### config.mk
export PLATFORM = sky130hd
export DESIGN_NAME = booth_seq_ctrl
export DESIGN_NICKNAME = d
export VERILOG_FILES = /design/src/rtl/booth_seq_ctrl.sv
export SDC_FILE = /design/constraint.sdc
export NUM_CORES = 1
export LEC_CHECK = 0
export CORE_MARGIN = 1
export CORE_UTILIZATION = 57
export CTS_CLUSTER_SIZE = 8
export DETAILED_ROUTE_END_ITERATION = 16
export HOLD_SLACK_MARGIN = 0.08
export MAX_ROUTING_LAYER = met4
export PLACE_DENSITY = 0.91
export REMOVE_ABC_BUFFERS = 1
export SYNTH_ARGS = -nofsm -noshare
export SYNTH_HDL_FRONTEND = slang
export SYNTH_SLANG_ARGS = --single-unit
### constraint.sdc
create_clock -name clk -period 6.4 [get_ports clk]
set_input_delay 1.28 -clock clk [delete_from_list [all_inputs] [get_ports clk]]
set_output_delay 1.28 -clock clk [all_outputs]
set_load 0.01 [all_outputs]
### src/rtl/booth_seq_ctrl.sv
// Sequential radix-4 Booth multiplier controller: one Booth digit per RUN cycle.
// Define BOOTH_SIGNED_EN for 8-bit two's-complement operands (4 digits); default is unsigned (5 digits).
module booth_seq_ctrl (
   input  logic        clk,
   input  logic        rst,
   input  logic        start,
   input  logic [7:0]  multiplicand,
   input  logic [7:0]  multiplier,
   output logic        busy,
   output logic [2:0]  action,
   output logic [2:0]  step,
   output logic [15:0] product,
   output logic        done
);

`ifdef BOOTH_SIGNED_EN
   localparam logic [2:0] LAST_STEP = 3'd3;
`else
   localparam logic [2:0] LAST_STEP = 3'd4;
`endif

   typedef enum logic [1:0] {IDLE, RUN, FIN} state_t;

   state_t      state, state_nxt;
   logic [7:0]  m_reg, q_reg;
   logic [15:0] acc;
   logic [2:0]  step_cnt;
   logic [15:0] m_ext;
   logic [10:0] q_ext;
   logic [2:0]  digit;
   logic [2:0]  act_code;
   logic [15:0] pp, pp_sh, acc_sum;

   // Q carries an implicit Q[-1]=0 at bit 0, so digit i sits at q_ext[2i+2:2i].
   always_comb begin
`ifdef BOOTH_SIGNED_EN
      m_ext = {{8{m_reg[7]}}, m_reg};
      q_ext = {{2{q_reg[7]}}, q_reg, 1'b0};
`else
      m_ext = {8'h00, m_reg};
      q_ext = {2'b00, q_reg, 1'b0};
`endif
   end

   always_comb begin
      // NOTE: every always_comb output gets a default first so no path can infer a latch.
      digit = q_ext[10:8];
      case (step_cnt)
         3'd0:    digit = q_ext[2:0];
         3'd1:    digit = q_ext[4:2];
         3'd2:    digit = q_ext[6:4];
         3'd3:    digit = q_ext[8:6];
         default: digit = q_ext[10:8];
      endcase
   end

   always_comb begin
      act_code = 3'd0;
      pp       = 16'h0000;
      case (digit)
         3'b001, 3'b010: begin act_code = 3'd1; pp = m_ext;              end
         3'b011:         begin act_code = 3'd2; pp = m_ext << 1;         end
         3'b100:         begin act_code = 3'd4; pp = -(m_ext << 1);      end
         3'b101, 3'b110: begin act_code = 3'd3; pp = -m_ext;             end
         3'b111:         begin act_code = 3'd7; pp = 16'h0000;           end
         default:        begin act_code = 3'd0; pp = 16'h0000;           end
      endcase
      pp_sh   = pp << {step_cnt, 1'b0};
      acc_sum = acc + pp_sh;
   end

   always_comb begin
      state_nxt = state;
      case (state)
         IDLE:    if (start) state_nxt = RUN;
         RUN:     if (step_cnt == LAST_STEP) state_nxt = FIN;
         FIN:     state_nxt = IDLE;
         default: state_nxt = IDLE;
      endcase
   end

   always_ff @(posedge clk) begin
      // NOTE: registered state uses non-blocking assignments so all flops update from pre-edge values.
      if (rst) state <= IDLE;
      else     state <= state_nxt;
   end

   always_ff @(posedge clk) begin
      if (rst) begin
         m_reg    <= 8'h00;
         q_reg    <= 8'h00;
         acc      <= 16'h0000;
         step_cnt <= 3'd0;
         product  <= 16'h0000;
      end else begin
         case (state)
            IDLE: if (start) begin
               m_reg    <= multiplicand;
               q_reg    <= multiplier;
               acc      <= 16'h0000;
               step_cnt <= 3'd0;
            end
            RUN: begin
               acc      <= acc_sum;
               step_cnt <= step_cnt + 3'd1;
               // The final digit's sum lands in product at the same edge that enters FIN.
               if (step_cnt == LAST_STEP) product <= acc_sum;
            end
            default: ;
         endcase
      end
   end

   always_comb begin
      busy   = (state == RUN);
      done   = (state == FIN);
      action = (state == RUN) ? act_code : 3'd0;
      step   = (state == RUN) ? step_cnt : 3'd0;
   end

endmodule

==> key figures, run 1 <==
Floorplan
  • Initial Util: 0.607
  • Row Count: 28
  • Die Y: 82.4 um
  • Die footprint: 6780 um2
  • Core area: 6060 um2
  • Die width: 82.4 um
  • IO Pins: 43

Clock tree
  • Clock sinks: 53
  • Clk_lat worst skew: 310 ps
  • Clock Tree Root: clkbuf_8
  • Clk slew on worst S/H paths: 110 ps
  • CTS buffer count: 5
  • TritonCTS clock tree: yes
  • Clock Path Buffers: 2
  • CTS H-tree depth: 2

Global route
  • Met1 Resource Use GR: 0.365
  • Gr ovfl total: 0
  • Initial antenna violation count: 0
  • Largest net degree at the start of global routing: 57
  • Overall routing resource usage: 0.285
  • Vias in the first global route: 3296
  • First-pass GRT wire length: 14.8 mm
  • Met3 Track Usage GR: 0.0352
  • Met2 usage: 0.478
  • GRT busiest layer: met2

Place
  • Number of port buffers: 42
  • DP Area: 4100 um2
  • Hpwl dp: 6.54 mm
  • Placed cells: 595
  • Routability cong.: 0.939

Pwr
  • LEAKAGE: 1.64 nW
  • Int Power: 0.000509 W
  • Comb pwr share: 0.256
  • Sequential share of power: 0.469
  • Sw frac: 0.323
  • Clock share of power: 0.276
  • Psw: 0.000243 W
  • Pwr dens: 179 nW/um2
  • Maximum vdd drop: 0.145 mV

Route
  • Vias per inst: 6.12
  • Post-Route WL: 8.98 mm
  • Wire per inst: 14.9 um
  • DRC errors left: 0
  • ANT nets after route: 0
  • Initial drt markers: 261
  • First drt pass iteration count: 5
  • Detailed-route via count: 3696

Run
  • Number of max-cap violations: 0

Cells and area
  • Final Instance Area: 4210 um2
  • Share of layout cells above drive strength 1: 0.0548
  • Area delta synth->final: 14.3%
  • Finished Layout Cells: 604
  • # diodes: 0
  • Nets: 570
  • Top Registers: acc (16), product (16)

Timing
  • Sum Neg Setup Slack: 0 ps
  • Slew margin rel.: 0.199
  • Tightest Pin Transition: 1200 ps
  • Final period util: 0.915
  • Hold_ws: 458 ps
  • Unrepaired setup endpoints after global routing: false
  • Max-slew violations: 0
  • FMAX: 171 MHz
  • Final Hold Viols: 0
  • Final setup viols: 0
  • Worst Skew: 16.2 ps
  • Final min period: 5860 ps

Synth
  • Mean post-synth cell area: 7.33 um2
  • Syn Std Cell Area: 3680 um2
  • Yosys warns: 0
  • Cell count after synthesis: 502
  • Top FF cell, synth: dfxtp_1
  • Async SR Flop Fraction: 0
  • Flops & latches, synth: 53
  • Library cells used by synthesis: 58
  • Number of enable flip-flop cells after synthesis: 0
  • Sequential area share after synthesis: 0.288

Critical path
  • CP endpoint kind: register
  • Critical Path RT: 6600 ps
  • Worst Path Arrival: 6050 ps
  • Worst-path maximum fanout: 13
  • Startpoint Class: register
  • Critical Setup Path Class: reg2reg

Run status
  • Status: complete, no violations

Worst hold path
  • Worst Hold Class: reg2reg
==> synth_stat cells, types with 2 or more instances <==
master,n,area (um2)
nor2b_1,3,18.8
and2_1,6,37.5
a21o_1,4,30.0
o211ai_1,5,37.5
mux2_2,6,67.6
and3_1,3,18.8
dfxtp_1,53,1060
buf_1,2,7.51
a21oi_1,62,310
a222oi_1,3,30.0
nor3b_1,2,15.0
xor2_1,4,35.0
nand4_1,3,18.8
o21ai_0,13,65.1
nand3_1,20,100
clkinv_1,2,7.51
a221o_1,3,30.0
nand3b_1,3,22.5
nand2_1,101,379
a2111o_1,2,22.5
ha_1,22,275
nand2b_1,3,18.8
o311a_1,2,20.0
inv_1,14,52.6
o211a_1,2,20.0
o31ai_1,2,15.0
mux2i_1,8,80.1
a31oi_1,6,37.5
xnor2_1,13,114
o22ai_1,9,56.3
buf_2,7,35.0
a211oi_1,3,22.5
or2_2,2,12.5
clkbuf_1,19,71.3
or4_1,3,22.5
nor3_1,13,65.1
o21ai_1,2,10.0
nor2_1,40,150
o221ai_1,3,26.3
or3_1,4,25.0
o21a_1,8,60.1
==> kinds of logic (layout without fill, tap and decap cells) <==
group,Yosys count,count (layout),synth area share
xor+xnor,17,17,0.0404
mux,15,15,0.0442
flops,53,53,0.288
fa+ha+maj,23,23,0.0802
buf+inv,45,72,0.0503
compound gates,138,138,0.239
simple gates,211,211,0.258
==> critical path, stage by stage (launching register included) <==
cell and delay (ps):
dfxtp_1 600, inv_1 340, ha_1 360, a222oi_1 340, buf_4 200, nor2_1 40
o311a_1 370, and2_4 180, a222oi_1 390, mux2_2 270, mux2i_1 80, and2_1 170
ha_1 340, a2111o_1 400, o2111ai_1 290, a31oi_1 190, a31oi_1 420, or4_1 180
nand2_1 60, a211oi_2 190, mux2_4 320
==> final timing paths <==
kind,to,from,cells past startpoint,slack (ps)
hold / removal,product[11],product[11],2,460
setup / recovery,acc[15],step_cnt[0],20,540
setup reg to reg,acc[15],step_cnt[0],20,540
hold reg to reg,product[11],product[11],2,460
==> power by group through the flow <==
stage	Sequential, W	Combinational (W)	Clock (W)
3_3_place_gp	0.000359	0.000182	0
4_1_cts	0.000352	0.000189	0.000210
3_5_place_dp	0.000360	0.000188	0
2_1_floorplan	0.000357	0.000134	0
5_1_grt	0.000354	0.000213	0.000222
6_report	0.000352	0.000192	0.000207
==> stage by stage <==
| step | setup WS, ps | power (W) | utilization |
|---|---|---|---|
| after floorplan | 915 | 0.000491 | - |
| after global placement | 703 | 0.000542 | 0.677 |
| after detailed placement | 389 | 0.000548 | 0.677 |
| after CTS | 397 | 0.000751 | 0.693 |
| after global routing | 30.4 | 0.000789 | 0.694 |
| final | 543 | 0.000752 | 0.694 |
==> what timing repair did <==
action,in CTS,in global routing
resized for setup,0,0
endpoints found under the setup margin,0,3
hold buffers,0,0
setup buffers,0,1
==> layout make-up <==
cell class	instances	area, um2
Sequential cell	53	1060
Clock inverter	2	16.3
Timing Repair Buffer	48	460
Clock buffer	6	82.6
Multi-Input combinational cell	404	2430
Tap cell	75	93.8
Inverter	16	60.1
Fill cell	503	1850
==> routing by layer <==
layer	share of wire	up-vias	wire [um]
met2	0.49	133	4370
met1	0.44	1716	4000
li1	-	1838	-
met3	0.060	9	542
met4	0.0080	0	72
met5	0	-	0
==> layout by cell type, fill, tap and decap left out, types with 14 or more instances in the layout <==
cell type	Yosys	final
nand2_1	101	101
nand3_1	20	20
a21oi_1	62	62
inv_1	14	14
dfxtp_1	53	53
clkdlybuf4s50_1	0	41
ha_1	22	22
nor2_1	40	40
Note: power is estimated with default switching activity, not from simulation.
==> run 2: changes to the inputs <==
- GPL_ROUTABILITY_DRIVEN: unset -> 1
==> results of run 2 <==
No change in the layout: final DEF, timing and power equal those of run 1.
==> run 3: changes to the inputs <==
- SKIP_LAST_GASP: unset -> 1
==> results of run 3 <==
No change in the layout: final DEF, timing and power equal those of run 1.
